<file path="src/rtl/sprite_cfg_ctrl.sv">
// sprite_cfg_ctrl: SPI mode-0 command decoder for the sprite engine.
// Position/colour land in shadow regs and commit on next_frame.
module sprite_cfg_ctrl #(
    parameter int SPRITE_BYTES = 18,
    parameter int ADDR_W       = 5
) (
    input  logic              clk,
    input  logic              reset_n,
    input  logic              spi_sclk,
    input  logic              spi_mosi,
    input  logic              spi_cs,
    output logic              spi_miso,
    input  logic              next_frame,
    output logic [9:0]        sprite_x,
    output logic [9:0]        sprite_y,
    output logic [5:0]        color_bg,
    output logic [5:0]        color_1,
    output logic [5:0]        color_2,
    output logic              spr_wr_en,
    output logic [ADDR_W-1:0] spr_wr_addr,
    output logic [7:0]        spr_wr_data
);

    localparam logic [7:0] OP_SET_X   = 8'h01;
    localparam logic [7:0] OP_SET_Y   = 8'h02;
    localparam logic [7:0] OP_SET_COL = 8'h03;
    localparam logic [7:0] OP_WR_SPR  = 8'h04;
    localparam logic [7:0] OP_STATUS  = 8'h05;
    localparam logic [ADDR_W-1:0] LAST_ADDR = ADDR_W'(SPRITE_BYTES - 1);

    typedef enum logic [2:0] {
        S_IDLE, S_CMD, S_ARGS, S_SPRITE, S_STATUS, S_DISCARD
    } state_t;

    state_t state_q, state_d;

    logic [2:0] sclk_sr;
    logic [1:0] mosi_sr;
    logic [1:0] cs_sr;
    logic       cs_idle, sclk_rise, sclk_fall, mosi_b;
    logic [2:0] bit_cnt;
    logic [6:0] rx_sr;
    logic [7:0] rx_byte;
    logic       byte_done, is_set;
    logic [1:0] cmd_q, arg_cnt;
    logic [5:0] stage0, stage1;
    logic       arg_last, shadow_we, spr_we, stat_cap;
    logic [9:0] sh_x_q, sh_y_q, sh_x_d, sh_y_d;
    logic [5:0] sh_bg_q, sh_c1_q, sh_c2_q;
    logic [5:0] sh_bg_d, sh_c1_d, sh_c2_d;
    logic       pending, tx_armed;
    logic [7:0] frame_cnt, stat_q, tx_sr;
    logic [ADDR_W-1:0] wr_ptr;

    assign cs_idle   = cs_sr[1];
    assign mosi_b    = mosi_sr[1];
    assign sclk_rise = sclk_sr[1] & ~sclk_sr[2];
    assign sclk_fall = ~sclk_sr[1] & sclk_sr[2];
    assign rx_byte   = {rx_sr, mosi_b};
    assign byte_done = ~cs_idle & sclk_rise & (bit_cnt == 3'd7);
    assign is_set    = (rx_byte == OP_SET_X) | (rx_byte == OP_SET_Y) |
                       (rx_byte == OP_SET_COL);
    assign arg_last  = (cmd_q == 2'd3) ? (arg_cnt == 2'd2) : (arg_cnt == 2'd1);
    assign spi_miso  = (state_q == S_STATUS) & ~cs_idle & tx_sr[7];

    always_ff @(posedge clk or negedge reset_n) begin
        if (!reset_n) begin
            sclk_sr <= 3'b000;
            mosi_sr <= 2'b00;
            cs_sr   <= 2'b11;
        end else begin
            sclk_sr <= {sclk_sr[1:0], spi_sclk};
            mosi_sr <= {mosi_sr[0], spi_mosi};
            cs_sr   <= {cs_sr[0], spi_cs};
        end
    end

    always_ff @(posedge clk or negedge reset_n) begin
        if (!reset_n) begin
            bit_cnt <= 3'd0;
            rx_sr   <= 7'd0;
        end else if (cs_idle) begin
            bit_cnt <= 3'd0;
        end else if (sclk_rise) begin
            bit_cnt <= bit_cnt + 3'd1;
            rx_sr   <= {rx_sr[5:0], mosi_b};
        end
    end

    always_ff @(posedge clk or negedge reset_n) begin
        if (!reset_n) state_q <= S_IDLE;
        else          state_q <= state_d;
    end

    always_comb begin
        state_d   = state_q;
        shadow_we = 1'b0;
        spr_we    = 1'b0;
        stat_cap  = 1'b0;
        if (cs_idle) begin
            state_d = S_IDLE;
        end else begin
            unique case (state_q)
                S_IDLE: state_d = S_CMD;
                S_CMD: begin
                    if (byte_done) begin
                        unique case (1'b1)
                            is_set:               state_d = S_ARGS;
                            rx_byte == OP_WR_SPR: state_d = S_SPRITE;
                            rx_byte == OP_STATUS: begin
                                state_d  = S_STATUS;
                                stat_cap = 1'b1;
                            end
                            default:              state_d = S_DISCARD;
                        endcase
                    end
                end
                S_ARGS: begin
                    if (byte_done && arg_last) begin
                        shadow_we = 1'b1;
                        state_d   = S_DISCARD;
                    end
                end
                S_SPRITE: spr_we = byte_done;
                default: ;
            endcase
        end
    end

    always_ff @(posedge clk or negedge reset_n) begin
        if (!reset_n) begin
            cmd_q   <= 2'd0;
            arg_cnt <= 2'd0;
            stage0  <= 6'd0;
            stage1  <= 6'd0;
        end else if (cs_idle) begin
            arg_cnt <= 2'd0;
        end else if (byte_done) begin
            if (state_q == S_CMD) cmd_q <= rx_byte[1:0];
            if (state_q == S_ARGS) begin
                arg_cnt <= arg_cnt + 2'd1;
                if (arg_cnt == 2'd0) stage0 <= rx_byte[5:0];
                if (arg_cnt == 2'd1) stage1 <= rx_byte[5:0];
            end
        end
    end

    // next shadow value, so a same-cycle frame commit sees the new write
    always_comb begin
        sh_x_d  = sh_x_q;
        sh_y_d  = sh_y_q;
        sh_bg_d = sh_bg_q;
        sh_c1_d = sh_c1_q;
        sh_c2_d = sh_c2_q;
        if (shadow_we) begin
            unique case (cmd_q)
                2'd1: sh_x_d = {stage0[1:0], rx_byte};
                2'd2: sh_y_d = {stage0[1:0], rx_byte};
                default: begin
                    sh_bg_d = stage0;
                    sh_c1_d = stage1;
                    sh_c2_d = rx_byte[5:0];
                end
            endcase
        end
    end

    always_ff @(posedge clk or negedge reset_n) begin
        if (!reset_n) begin
            sh_x_q    <= 10'd0;
            sh_y_q    <= 10'd0;
            sh_bg_q   <= 6'h00;
            sh_c1_q   <= 6'h3F;
            sh_c2_q   <= 6'h30;
            sprite_x  <= 10'd0;
            sprite_y  <= 10'd0;
            color_bg  <= 6'h00;
            color_1   <= 6'h3F;
            color_2   <= 6'h30;
            pending   <= 1'b0;
            frame_cnt <= 8'd0;
        end else begin
            sh_x_q  <= sh_x_d;
            sh_y_q  <= sh_y_d;
            sh_bg_q <= sh_bg_d;
            sh_c1_q <= sh_c1_d;
            sh_c2_q <= sh_c2_d;
            if (next_frame) begin
                sprite_x  <= sh_x_d;
                sprite_y  <= sh_y_d;
                color_bg  <= sh_bg_d;
                color_1   <= sh_c1_d;
                color_2   <= sh_c2_d;
                pending   <= 1'b0;
                frame_cnt <= frame_cnt + 8'd1;
            end else if (shadow_we) begin
                pending <= 1'b1;
            end
        end
    end

    always_ff @(posedge clk or negedge reset_n) begin
        if (!reset_n) begin
            wr_ptr      <= '0;
            spr_wr_en   <= 1'b0;
            spr_wr_addr <= '0;
            spr_wr_data <= 8'd0;
        end else begin
            spr_wr_en <= spr_we;
            if (state_q != S_SPRITE) begin
                wr_ptr <= '0;
            end else if (spr_we) begin
                spr_wr_addr <= wr_ptr;
                spr_wr_data <= rx_byte;
                wr_ptr <= (wr_ptr == LAST_ADDR) ? '0 : wr_ptr + ADDR_W'(1);
            end
        end
    end

    // first falling edge in STATUS loads the byte, later ones shift
    always_ff @(posedge clk or negedge reset_n) begin
        if (!reset_n) begin
            stat_q   <= 8'd0;
            tx_sr    <= 8'd0;
            tx_armed <= 1'b0;
        end else begin
            if (stat_cap) stat_q <= {pending, frame_cnt[6:0]};
            if (state_q != S_STATUS) begin
                tx_sr    <= 8'd0;
                tx_armed <= 1'b0;
            end else if (sclk_fall) begin
                tx_armed <= 1'b1;
                tx_sr    <= tx_armed ? {tx_sr[6:0], 1'b0} : stat_q;
            end
        end
    end

endmodule

</file>
<file path="config.mk">
export PLATFORM = sky130hd
export DESIGN_NAME = sprite_cfg_ctrl
export DESIGN_NICKNAME = d
export VERILOG_FILES = /design/src/rtl/sprite_cfg_ctrl.sv
export SDC_FILE = /design/constraint.sdc
export NUM_CORES = 1
export LEC_CHECK = 0
export ABC_CLOCK_PERIOD_IN_PS = 5300
export CAP_MARGIN = 30
export CORE_AREA = 2 2 148 92
export DETAILED_ROUTE_END_ITERATION = 8
export DIE_AREA = 0 0 150 94
export PLACE_DENSITY = 0.72
export SLEW_MARGIN = 20
export SYNTH_ARGS = -nofsm -noshare
export SYNTH_HDL_FRONTEND = slang
export SYNTH_SLANG_ARGS = --single-unit
</file>
<file path="constraint.sdc">
create_clock -name clk -period 5.3 [get_ports clk]
set_input_delay 1.325 -clock clk [delete_from_list [all_inputs] [get_ports clk]]
set_output_delay 1.325 -clock clk [all_outputs]
set_load 0.05 [all_outputs]
</file>
==> metrics.txt <==
required time reported for the critical path endpoint=between 3 and 4 ns; data arrival time of the worst path=around 2.6 ns; Post-Route WL=about 12 mm; share of post-route cells with drive strength above 1=0.368; number of top-level design ports=a little under 60; minimum clock period=around 3.9 ns; final setup vio count=0; clock transition at the registers of the reported paths=~0.06 ns; final worst clock skew=0.00866 ns; mapped cell area=about 6300 sq um; placed wire-length estimate=7.54 mm; RSZ-0062 raised after global routing=no; Avg Inst Size Synth=14.9 sq um; setup TNS after final layout=0 ns; total via count after detailed routing=roughly 3500; die outline area=roughly 14000 sq um; launching element type of the critical path=register; total congestion overflow after global routing=0; Leakage Power=3.54 nW; max-cap violation count=0; register area=just under 4000 sq um; post-synthesis register bit count=around 160; Max FO, Critical Path=10; number of buffers added to fix hold violations after cts=0; htree depth=4; net count after synthesis=438; final std cells w/o fill=approximately 660; routability-driven placement congestion ratio=a little under 0.8; worst slew slack as a fraction of its limit=0.496; proportion of synthesized chip area in sequential cells=0.628; first-pass GRT wire length=about 20 mm; detailed-route vias per instance=between 5 and 6; TritonCTS Buffers=17; worst supply voltage drop on vdd=roughly 200 uV; width of the die=roughly 150 microns; PwrDens=approximately 350 nW/um^2; clock latency of the later-clocked register in the worst-skew pair=0.41 ns; post-CTS repair timing setup buffer count=0; maximum count of clock buffers along a single path=2; Hold Path Class=reg2reg; post-route worst hold slack=between 0.3 and 0.4 ns; CORE AREA=around 13000 sq um; CTS resizes=0; vias in the first global route=roughly 3800; cell at the root of the clock tree=clkbuf_16; clock tree from TritonCTS=yes; Distinct cells, synth=between 40 and 50; number of diodes added for antenna fixing=0; Synth Instances=between 400 and 500; area occupied by multi-input gates=around 2200 sq um; Pre-antenna DRT Iters=4; Warnings, synthesis=0; starting density of the core=0.494; GRT Overall Usage=0.185; achievable clock frequency=257 MHz; layout overhead on the synthesized area=21.0%; largest net degree at the start of global routing=between 80 and 90; final count of pins violating max slew=0; number of hold violations in the final report=0; Fillers=981; most common cell after layout, fill and taps aside=dfrtp_1; Iteration-0 DRC Markers=about 150; antenna violations before repair=0; number of remaining DRC errors=0; number of I/O port buffers=58; transition at the pin with the smallest max-transition slack=approximately 0.76 ns; final critical-path share of the clock period=0.734; Sinks on Clock Net=156; category of the worst setup path capture point=output pin; number of cell rows=32; post-detailed-route count of antenna-violating nets=0; most frequent cells in the layout=dfrtp_1, mux2_2, clkdlybuf4s50_1; outcome=completed; fin nets=500; critical setup path kind=reg2out; Inst Count DP=approximately 630; wire length per cell=between 15 and 20 microns; floorplan die height=94 microns
[synthesized netlist by cell type (all sizes together)]
library cell,number,area share
inv,7,0.0042
a31oi,2,0.0020
o211ai,1,0.0012
xnor2,4,0.0056
clkbuf,13,0.0078
a2111oi,1,0.0014
nor2,27,0.016
xor2,6,0.0084
or3,2,0.0028
o21ai,2,0.0016
ha,11,0.022
and4bb,1,0.0020
nand2b,3,0.0030
nand2,9,0.0054
a311oi,1,0.0014
o21a,1,0.0012
mux2i,11,0.018
buf,5,0.0048
nand4,6,0.010
nor2b,1,0.0010
nand4bb,1,0.0018
nand3b,2,0.0024
and3,1,0.0010
nor3b,2,0.0042
dfrtp,138,0.55
mux2,120,0.22
a21oi,9,0.0072
nor3,3,0.0024
a211oi,7,0.0084
nand3,2,0.0016
nor4,2,0.0044
dfstp,18,0.076
o32ai,1,0.0014
and2,1,0.0010
[power by group]
part | internal, mW | switching, mW
combinational | 0.0611 | 0.0695
sequential | 1.24 | 0.0986
clock | 0.696 | 0.459
total | 2.00 | 0.627
[cell type report]
class                           count  area share
Clock buffer                       18      0.0580
Timing Repair Buffer               61      0.0808
Sequential cell                   156       0.519
Multi-Input combinational cell    240       0.295
Clock inverter                     12      0.0164
Inverter                            7     0.00347
Tap cell                          170      0.0281
[per-stage QoR]
step	power (mW)	worst slack (ns)	area [sq um]	utilization
floorplan	1.41	1.76	6260	-
global placement	1.48	1.89	6980	0.552
detailed placement	1.49	1.84	6980	0.552
CTS	2.65	1.38	7550	0.597
global route	2.74	1.24	7570	0.598
finish	2.63	1.41	7570	0.598
[logic make-up (layout without fill, tap and decap cells)]
| logic type | after synthesis | after routing | share of synthesized area |
|---|---|---|---|
| AO/OA/AOI/OAI | 25 | 25 | 0.0258 |
| XOR/XNOR | 10 | 10 | 0.0140 |
| adder cells (fa/ha/maj) | 11 | 11 | 0.0220 |
| buffers and inverters | 25 | 98 | 0.0168 |
| flip-flops | 156 | 156 | 0.628 |
| multiplexers | 131 | 131 | 0.234 |
| AND/OR/NAND/NOR | 63 | 63 | 0.0596 |
[path summary, 6_finish.rpt]
kind                            start         end  slack (ns)  cells past startpoint
min in group asynchronous     reset_n  sh_c2_q[3]        0.96                      1
max in group asynchronous     reset_n    cs_sr[0]        3.35                      2
setup reg to reg           bit_cnt[0]   stat_q[2]        2.57                      6
hold reg to reg            sclk_sr[0]  sclk_sr[1]        0.35                      0
hold / removal             sclk_sr[0]  sclk_sr[1]        0.35                      0
setup / recovery           state_q[2]    spi_miso        1.41                      4
[sequential cells by signal (all words and copies together), names as in the netlist, 6 cells and up]
name and flops:
stat_q 8, stage1 6, stage0 6, sh_y_q 10
sh_c2_q 6, sh_x_q 10, sh_c1_q 6, sh_bg_q 6
sprite_x 10, color_bg 6, frame_cnt 7, tx_sr 8
color_2 6, color_1 6, sprite_y 10, spr_wr_data 8
rx_sr 7
[critical path: stages (launching register included)]
cell and delay (ns):
dfrtp_1 0.46, inv_1 0.09, or3_1 0.53, nor3b_1 0.24, clkdlybuf4s50_1 0.83
[per-layer routing]
layer | up-vias | routed length [microns] | track usage
met2 | 80 | 5210 | 0.279
met4 | 0 | 108 | 0.0464
met1 | 1820 | 5740 | 0.260
met5 | - | 0 | 0
met3 | 11 | 566 | 0.0602
li1 | 1610 | - | -
Power figures use the tool's default switching activity.
